===== config.mk =====
export PLATFORM = sky130hd
export DESIGN_NAME = remote_unit_responder
export DESIGN_NICKNAME = d
export VERILOG_FILES = /design/src/rtl/remote_unit_responder.sv
export SDC_FILE = /design/constraint.sdc
export NUM_CORES = 1
export LEC_CHECK = 0
export CELL_PAD_IN_SITES_DETAIL_PLACEMENT = 1
export CELL_PAD_IN_SITES_GLOBAL_PLACEMENT = 2
export CORE_MARGIN = 2
export CORE_UTILIZATION = 40
export CTS_BUF_LIST = sky130_fd_sc_hd__clkbuf_4
export DETAILED_ROUTE_END_ITERATION = 6
export PLACE_DENSITY = 0.84
export SYNTH_ARGS = -nofsm -noshare
export SYNTH_HDL_FRONTEND = slang
export SYNTH_SLANG_ARGS = --single-unit

===== constraint.sdc =====
create_clock -name clk -period 3.7 [get_ports clk]
set_clock_uncertainty 0.1 [all_clocks]
set_input_delay 0.555 -clock clk [delete_from_list [all_inputs] [get_ports clk]]
set_output_delay 0.555 -clock clk [all_outputs]
set_load 0.02 [all_outputs]

===== src/rtl/remote_unit_responder.sv =====
// Remote-unit endpoint of the power-up handshake: timed ramp on ctrl, reports ready, trips on debounced pwr_ok loss.
// Latency: ready rises RAMP_CYCLES edges after RAMP entry; ready/tripped are registered from the next state.
// Backpressure: none; a trip is held until the sequencer acknowledges by dropping ctrl, then a cooldown runs.
module remote_unit_responder #(
  parameter int RAMP_CYCLES = 6,
  parameter int DEBOUNCE    = 3,
  parameter int COOLDOWN    = 8
) (
  input  logic       clk,
  input  logic       rst,
  input  logic       ctrl,
  input  logic       pwr_ok,
  output logic       ready,
  output logic       tripped,
  output logic [3:0] trip_count,
  output logic [2:0] state_o
);

  typedef enum logic [2:0] {
    OFF  = 3'd0,
    RAMP = 3'd1,
    ON   = 3'd2,
    TRIP = 3'd3,
    COOL = 3'd4
  } state_t;

  localparam logic [7:0] RAMP_LAST = 8'(RAMP_CYCLES - 1);
  localparam logic [7:0] DEB_LAST  = 8'(DEBOUNCE - 1);
  localparam logic [7:0] COOL_LAST = 8'(COOLDOWN - 1);

  state_t     state;
  state_t     state_next;
  logic [7:0] cnt;
  logic [7:0] cnt_next;
  logic [7:0] bad;
  logic [7:0] bad_next;

  // Next-state decode; ctrl loss in ON outranks a trip on the same edge.
  always_comb begin
    state_next = state;
    case (state)
      OFF:  if (ctrl) state_next = RAMP;
      RAMP: begin
        if (!ctrl)                 state_next = OFF;
        else if (cnt == RAMP_LAST) state_next = ON;
      end
      ON: begin
        if (!ctrl)                            state_next = OFF;
        else if (!pwr_ok && bad == DEB_LAST)  state_next = TRIP;
      end
      TRIP: if (!ctrl) state_next = COOL;
      COOL: if (cnt == COOL_LAST) state_next = OFF;
      default: state_next = OFF;
    endcase
  end

  // Phase counter runs only while dwelling in RAMP/COOL; debounce counter only while staying in ON.
  always_comb begin
    cnt_next = 8'd0;
    bad_next = 8'd0;
    if (state_next == state && (state == RAMP || state == COOL)) begin
      cnt_next = cnt + 8'd1;
    end
    if (state == ON && state_next == ON && !pwr_ok) begin
      bad_next = bad + 8'd1;
    end
  end

  // State, counters and registered status outputs derived from the next state.
  always_ff @(posedge clk or negedge rst) begin
    if (!rst) begin
      state      <= OFF;
      cnt        <= 8'd0;
      bad        <= 8'd0;
      ready      <= 1'b0;
      tripped    <= 1'b0;
      trip_count <= 4'd0;
    end else begin
      state   <= state_next;
      cnt     <= cnt_next;
      bad     <= bad_next;
      ready   <= (state_next == ON);
      tripped <= (state_next == TRIP) || (state_next == COOL);
      if (state_next == TRIP && state != TRIP && trip_count != 4'hF) begin
        trip_count <= trip_count + 4'd1;
      end
    end
  end

  assign state_o = state;

endmodule


==> run summary, run 1 <==
number of synthesized flops with an enable pin -> 0
Post-Syn Instances -> 110
Tcrit/Tclk final -> 56.7%
Fin Setup TNS -> 0 ns
H-tree depth -> 1
CP Buf/Inv Count -> 1
GRT Total Usage -> 16.5%
Hold Crit Start -> cnt[0]$_DFF_PN0_
Reg2Reg Setup Slack -> 1.84 ns
Pre-Repair DR Iteration Count -> 4
Synth Warn # -> 0
via count -> 840
area of the multi-input gates -> 553 um2
Clock Latency Late Sink -> 0.31 ns
final setup margin -> 1.60 ns
Mean Syn Cell Area -> 10.9 um2
Filler cells -> 321
Crit Path Max Fanout -> 8
share of cells above drive strength 1 -> 8.00%
DP Worst Slack -> 1.47 ns
Leak -> 0.612 nW
RSZ-0062 raised after global routing -> no
critical path startpoint category -> register
status -> complete, no violations
GP Congestion -> 0.809
cell area after synthesis -> 1190 um2
CTS tree -> yes
setup bufs post-CTS -> 0
ANT cells -> 0
Post-Syn Nets -> 119
Max Cap Viol -> 0
Syn-to-layout area delta -> 15.4%
Final setup viols -> 0
initial DRC count -> 20
largest net degree at the start of global routing -> 26
CP max stage cell -> clkdlybuf4s50_1
Final ANT Viol Nets -> 0
core area -> 2810 um2
Crit path required time -> 3.04 ns
endpoint type of the worst setup path -> output port
worst-path cell chain -> clkdlybuf4s50_1
clock transition at the registers of the reported paths -> 0.13 ns
DRC -> 0
CTS Buf Count -> 3
Tmin final -> 2.10 ns
Netlist cell types -> 29
CTS sink count -> 25
vias in the first global route -> 888
post_cts resized -> 0
Max Clk Rate -> 0.476 GHz
ys flop type -> dfrtp_1
Final Slew Violations -> 0
CTS Buffer Depth -> 2
Row Count -> 19
crit path launch -> state_o[1]$_DFF_PN0_
Crit path max-delay family -> buffers and inverters
DIE WIDTH -> 58.7 um
DR WL/cell -> 15.2 um
first-pass GRT wire length -> 4.24 mm
Worst Tran Pin Value -> 1.10 ns
die height -> 58.7 um
FF/Latch Area -> 626 um2
vias per cell -> 5.38
IO buf count -> 12
die area -> 3440 um2
total grt overflow -> 0
flops & latches, synth -> 25
Critical R2R Launch -> bad[0]$_DFF_PN0_
kind of critical path -> register to output port
Routed WL -> 2.38 mm
VDD IR-drop max -> 0.146 mV
final hold vios -> 0
Max stage delay on crit path -> 0.65 ns
Min-Delay Path Class -> register to register
Slew HR -> 26.3%
io pins -> 13
cts hold-fix bufs -> 0
Root Driver -> clkbuf_4
sequential fraction of the synthesis area -> 52.4%
ys async rst share -> 100%
nets -> 135
hpwl dp -> 1.72 mm
initial antenna violation count -> 0
effective utilization at floorplan -> 42.6%
Worst Path Arrival -> 1.44 ns
PwrDens -> 307 nW/um2
==> cell type report <==
type                    count  area share, %
repair buffers             12           8.71
flip-flops and latches     25           45.4
well taps                  31           2.81
inverters                   3          0.817
multi-input cells          81           40.1
clock buffers               4           2.18
==> path summary, 6_finish.rpt <==
path	cells after the start	end
hold / removal	1	cnt[0]$_DFF_PN0_
max in group asynchronous	1	cnt[3]$_DFF_PN0_
hold reg to reg	1	cnt[0]$_DFF_PN0_
setup reg to reg	6	bad[0]$_DFF_PN0_
setup / recovery	1	state_o[1]
min in group asynchronous	1	bad[2]$_DFF_PN0_
==> cell usage after synthesis (2+ instances only) <==
cell       n  area share [%]
dfrtp_1   25              52
or3b_1     2             1.5
or2b_1     2             1.3
nand3_1   10             4.2
ha_1       5             5.2
a21oi_1    2            0.84
o21ai_0    2            0.84
xnor2_1    5             3.7
nand4_1    3             1.6
nor2_1    19             6.0
inv_1      3            0.94
nand2b_1   3             1.6
xor2_1     9             6.6
and3_1     5             2.6
==> flip-flops by register name, indices dropped and copies added (netlist names) <==
name	cells
state_o	3
trip_count	4
cnt	8
tripped	1
bad	8
ready	1
==> layer usage <==
metal  global-route usage [%]  up-vias  wire length, um  share of wire (%)
met5                        0        -                0                  0
met4                     5.84        0               40                1.7
met3                     2.64        5               77                3.2
met2                     26.5       16             1100                 46
met1                     22.8      413             1160                 49
li1                         -      406                -                  -
==> report_power, final <==
part / switching, mW / leakage [nW] / internal, mW
Combinational: 0.0108 / 0.248 / 0.00638
Clock: 0.0794 / 0.0184 / 0.0495
Sequential: 0.00212 / 0.346 / 0.275
==> cell usage in the layout, fill, tap and decap left out <==
cell type / n
inv_1: 3
ha_1: 5
mux2_4: 1
clkbuf_4: 4
nor4b_2: 1
xnor2_1: 5
nor3_1: 1
and2_4: 1
nor2_1: 19
or3b_1: 2
nand4_1: 3
a41o_1: 1
xor2_1: 9
nand3_1: 10
nor3b_1: 1
nand2_1: 1
and4bb_2: 1
and2_1: 1
or2b_1: 2
and3_1: 5
nor2b_1: 1
dfrtp_1: 25
a21boi_2: 1
o21ai_0: 2
clkdlybuf4s50_1: 12
a21oi_1: 2
nor4_1: 1
nand2b_1: 3
o22ai_1: 1
mux2_2: 1
==> kinds of logic after synthesis <==
| logic type | synth area share, % |
|---|---|
| compound gates | 3.98 |
| xor+xnor | 10.3 |
| fa+ha+maj | 5.24 |
| buf+inv | 1.36 |
| flops | 52.4 |
| mux | 2.20 |
| simple gates | 24.6 |
==> per-stage QoR <==
| step | power, mW | instances | area (um2) | hold WS, ns | utilization (%) |
|---|---|---|---|---|---|
| after global placement | 0.299 | 152 | 1350 | 0.368 | 48.1 |
| after CTS | 0.431 | 156 | 1380 | 0.408 | 49.2 |
| after detailed placement | 0.300 | 152 | 1350 | 0.393 | 48.1 |
| after global routing | 0.443 | 156 | 1380 | 0.442 | 49.2 |
| final | 0.423 | 156 | 1380 | 0.408 | 49.2 |
| after floorplan | 0.288 | 110 | 1190 | 0.159 | - |
Note: power is estimated with default switching activity, not from simulation.
==> run 2, diff against run 1 <==
Settings changed: CORE_UTILIZATION 40 to 38, PLACE_DENSITY 0.84 to 0.8.
Clock period 3.7 ns to 2 ns, I/O delays scaled along.
==> run 2 against run 1 <==
Against the previous run: setup slack worse by 1.4 ns; first-iteration DRC count is 50% lower; largest cell class unchanged; critical path depth stayed put; critical endpoint is now state_o[0]; sequential share of layout area is 1.0 points lower; global-route usage is 1.4 points lower; worst hold slack worse by 0.18 ns; sequential power is 85% higher; die area is 4.9% higher; utilization is 2.6 points lower; combinational power is 110% higher; cell count is 9.6% higher; via count is 0.60% higher.
==> run summary, run 2 (synthesized netlist as in run 1, its figures left out) <==
Pre-Repair DR Iteration Count -> 3
Crit path max-delay family -> buffers and inverters
via count -> 845
VDD IR-drop max -> 0.279 mV
post_cts resized -> 0
Final ANT Viol Nets -> 0
Leak -> 0.617 nW
status -> complete, no violations
die area -> 3610 um2
CTS Buf Count -> 3
io pins -> 13
Routed WL -> 2.32 mm
DR WL/cell -> 13.6 um
share of cells above drive strength 1 -> 9.45%
DP Worst Slack -> 0.107 ns
clock transition at the registers of the reported paths -> 0.14 ns
critical path startpoint category -> register
RSZ-0062 raised after global routing -> no
final setup margin -> 0.156 ns
GP Congestion -> 0.713
most common cell after layout, fill and taps aside -> dfrtp_1
CTS tree -> yes
Clock Latency Late Sink -> 0.32 ns
Root Driver -> clkbuf_4
Min-Delay Path Class -> input port to asynchronous set/reset pin
final hold vios -> 0
Reg2Reg Setup Slack -> 0.19 ns
Tcrit/Tclk final -> 92.2%
largest net degree at the start of global routing -> 26
Syn-to-layout area delta -> 18.0%
Critical R2R Launch -> bad[0]$_DFF_PN0_
CP Buf/Inv Count -> 1
core area -> 3030 um2
Crit Path Max Fanout -> 8
DRC -> 0
effective utilization at floorplan -> 39.5%
kind of critical path -> register to output port
CP max stage cell -> clkdlybuf4s50_1
Largest regs -> bad x8, cnt x8, trip_count x4
Final setup viols -> 0
total grt overflow -> 0
vias per cell -> 4.94
DIE WIDTH -> 60.1 um
CTS sink count -> 25
cts hold-fix bufs -> 0
most frequent cells in the layout -> dfrtp_1 (25), nor2_1 (19), clkdlybuf4s50_1 (12)
hpwl dp -> 1.71 mm
Max Cap Viol -> 0
nets -> 137
setup bufs post-CTS -> 0
CTS Buffer Depth -> 2
GRT Total Usage -> 15.1%
initial DRC count -> 10
endpoint type of the worst setup path -> output port
Max stage delay on crit path -> 0.65 ns
initial antenna violation count -> 0
Slew HR -> 73.0%
die height -> 60.1 um
worst-path cell chain -> clkdlybuf4s50_1
first-pass GRT wire length -> 4.00 mm
Max Clk Rate -> 0.542 GHz
Fin Setup TNS -> 0 ns
Worst Path Arrival -> 1.44 ns
PwrDens -> 552 nW/um2
H-tree depth -> 1
IO buf count -> 12
reg2reg path depth -> 6
Tmin final -> 1.84 ns
Worst Tran Pin Value -> 0.401 ns
Final Slew Violations -> 0
vias in the first global route -> 869
Crit path required time -> 1.60 ns
post-layout util -> 46.6%
ANT cells -> 0
Row Count -> 20
WHS -> 0.226 ns
Worst R2R End -> bad[6]$_DFF_PN0_
==> run 2: changes by cell type in the layout (fill, tap and decap cells not counted) <==
cell and delta:
buf_4 +2, clkbuf_4 -1, clkinvlp_4 +1
==> run 2: through the flow <==
stage / total power, mW / cells / area, um2
after floorplan: 0.532 / 110 / 1190
after global placement: 0.557 / 167 / 1380
after detailed placement: 0.559 / 167 / 1380
after CTS: 0.796 / 171 / 1410
after global routing: 0.815 / 171 / 1410
final: 0.779 / 171 / 1410
==> run 2: report_power, final <==
part | total [mW] | internal, mW | switching (mW)
clock | 0.231 | 0.0763 | 0.155
combinational | 0.0351 | 0.0143 | 0.0207
sequential | 0.513 | 0.509 | 0.00396
total | 0.779 | 0.599 | 0.180
==> run 2: worst max-delay path by stage <==
stage                                     from                        end  slack, ns  cells past startpoint
after floorplan               bad[0]$_DFF_PN0_           bad[2]$_DFF_PN0_       0.35                      7
after global placement                  pwr_ok  trip_count[2]$_DFFE_PN0P_       0.13                      5
after detailed placement                pwr_ok  trip_count[2]$_DFFE_PN0P_       0.11                      5
after CTS                 state_o[1]$_DFF_PN0_                 state_o[1]       0.14                      1
after global routing          bad[0]$_DFF_PN0_           bad[6]$_DFF_PN0_       0.06                      6
final                     state_o[0]$_DFF_PN0_                 state_o[0]       0.16                      1
==> run 2: metal layers <==
| layer | global-route usage (%) | routed length [um] |
|---|---|---|
| met3 | 2.60 | 56 |
| met2 | 23.8 | 1090 |
| met1 | 20.9 | 1140 |
| met4 | 5.71 | 33 |
| met5 | 0 | 0 |
==> run 2: cell type report <==
class                           instances  area [um2]
Fill cell                             348        1620
Sequential cell                        25         626
Multi-Input combinational cell         81         553
Timing Repair Buffer                   14         135
Tap cell                               44        55.1
Clock buffer                            3        22.5
Inverter                                3        11.3
Clock inverter                          1        7.51
==> run 3, diff against run 2 <==
Settings changed: CAP_MARGIN from default to 15, RECOVER_POWER from default to 50.
==> run 3 against run 2 <==
Against the previous run: setup slack unchanged; design area shrank 0.27%; first-iteration DRC count did not move; combinational power fell by 4%; power shrank 0.17%; maximum frequency unchanged; worst hold slack gained 0.19 ns; utilization down 0.12 points; cell count stayed put; highest routed layer unchanged.
==> run summary, run 3 (synthesized netlist as in run 1, its figures left out) <==
status -> complete, no violations
Pre-Repair DR Iteration Count -> 3
Hold Crit Start -> cnt[0]$_DFF_PN0_
clock transition at the registers of the reported paths -> 0.14 ns
area of the multi-input gates -> 553 um2
vias in the first global route -> 869
most frequent cells in the layout -> dfrtp_1 (25), nor2_1 (19), clkdlybuf4s50_1 (11)
Seq pwr share -> 65.9%
crit path launch -> state_o[0]$_DFF_PN0_
Fin Setup TNS -> 0 ns
Critical R2R Launch -> bad[0]$_DFF_PN0_
WHS -> 0.412 ns
cts hold-fix bufs -> 0
gr busiest metal -> met2
Routed WL -> 2.32 mm
Worst Tran Pin Value -> 1.35 ns
first-pass GRT wire length -> 4.00 mm
setup bufs post-CTS -> 0
nets -> 137
switching fraction of total power -> 23.1%
FF/Latch Area -> 626 um2
largest net degree at the start of global routing -> 26
total grt overflow -> 0
Root Driver -> clkbuf_4
Clock Latency Late Sink -> 0.32 ns
most common cell after layout, fill and taps aside -> dfrtp_1
kind of critical path -> register to output port
GP Congestion -> 0.713
Syn-to-layout area delta -> 17.7%
PwrDens -> 553 nW/um2
RSZ-0062 raised after global routing -> no
post-layout util -> 46.4%
Row Count -> 20
Tmin final -> 1.84 ns
VDD IR-drop max -> 0.279 mV
Psw -> 0.180 mW
share of cells above drive strength 1 -> 8.66%
critical path startpoint category -> register
Max stage delay on crit path -> 0.65 ns
post_cts resized -> 0
routing usage on met2 -> 23.8%
initial DRC count -> 10
DIE WIDTH -> 60.1 um
total power -> 0.778 mW
GRT Total Usage -> 15.1%
Logic pwr share -> 4.3%
DRC -> 0
DP Worst Slack -> 0.107 ns
Min-Delay Path Class -> register to register
worst-path cell chain -> clkdlybuf4s50_1
clock network power share -> 29.7%
Largest regs -> bad x8, cnt x8, trip_count x4
IO buf count -> 12
ANT cells -> 0
Final ANT Viol Nets -> 0
effective utilization at floorplan -> 39.5%
CTS Buffer Depth -> 2
Worst Path Arrival -> 1.44 ns
CTS tree -> yes
Crit Path Max Fanout -> 8
final hold vios -> 0
Max Clk Rate -> 0.542 GHz
core area -> 3030 um2
endpoint type of the worst setup path -> output port
Crit path required time -> 1.60 ns
Leak -> 0.614 nW
Final setup viols -> 0
CP max stage cell -> clkdlybuf4s50_1
Tcrit/Tclk final -> 92.2%
Filler cells -> 349
Max Cap Viol -> 0
DR WL/cell -> 13.5 um
GR Util met3 -> 2.60%
CP Buf/Inv Count -> 1
initial antenna violation count -> 0
hpwl dp -> 1.71 mm
CTS sink count -> 25
H-tree depth -> 1
Slew HR -> 9.95%
met1 usage -> 20.9%
die area -> 3610 um2
Crit path max-delay family -> buffers and inverters
vias per cell -> 4.94
cell-internal power -> 0.598 mW
Final Slew Violations -> 0
io pins -> 13
CTS Buf Count -> 3
via count -> 845
die height -> 60.1 um
final setup margin -> 0.156 ns
run 3: final timing paths:
check	end	slack, ns	cells after the start
max	state_o[0]	0.16	1
min	cnt[0]$_DFF_PN0_	0.41	1
max reg2reg	bad[6]$_DFF_PN0_	0.19	6
min reg2reg	cnt[0]$_DFF_PN0_	0.41	1
max in group asynchronous	bad[3]$_DFF_PN0_	0.32	2
min in group asynchronous	cnt[7]$_DFF_PN0_	0.69	2
run 3: metrics by stage:
step                cells  cell area (um2)
global route          171             1410
detailed placement    167             1380
CTS                   171             1410
global placement      167             1380
floorplan             110             1190
finish                171             1410
run 3: layout make-up:
type,count,area share (%)
flip-flops and latches,25,44.5
multi-input cells,81,39.3
repair buffers,14,9.34
well taps,44,3.91
clock buffers,3,1.60
inverters,3,0.801
clock inverters,1,0.534
run 3: layer usage:
metal,wire length [um],up-vias
met4,33,0
met2,1090,13
li1,-,406
met5,0,-
met1,1140,422
met3,55,4
run 3: power groups by stage:
stage	combinational (mW)	clock, mW	sequential [mW]
floorplan	0.00951	0	0.523
CTS	0.0370	0.246	0.513
global placement	0.0354	0	0.522
detailed placement	0.0367	0	0.522
global route	0.0388	0.261	0.514
finish	0.0337	0.231	0.513
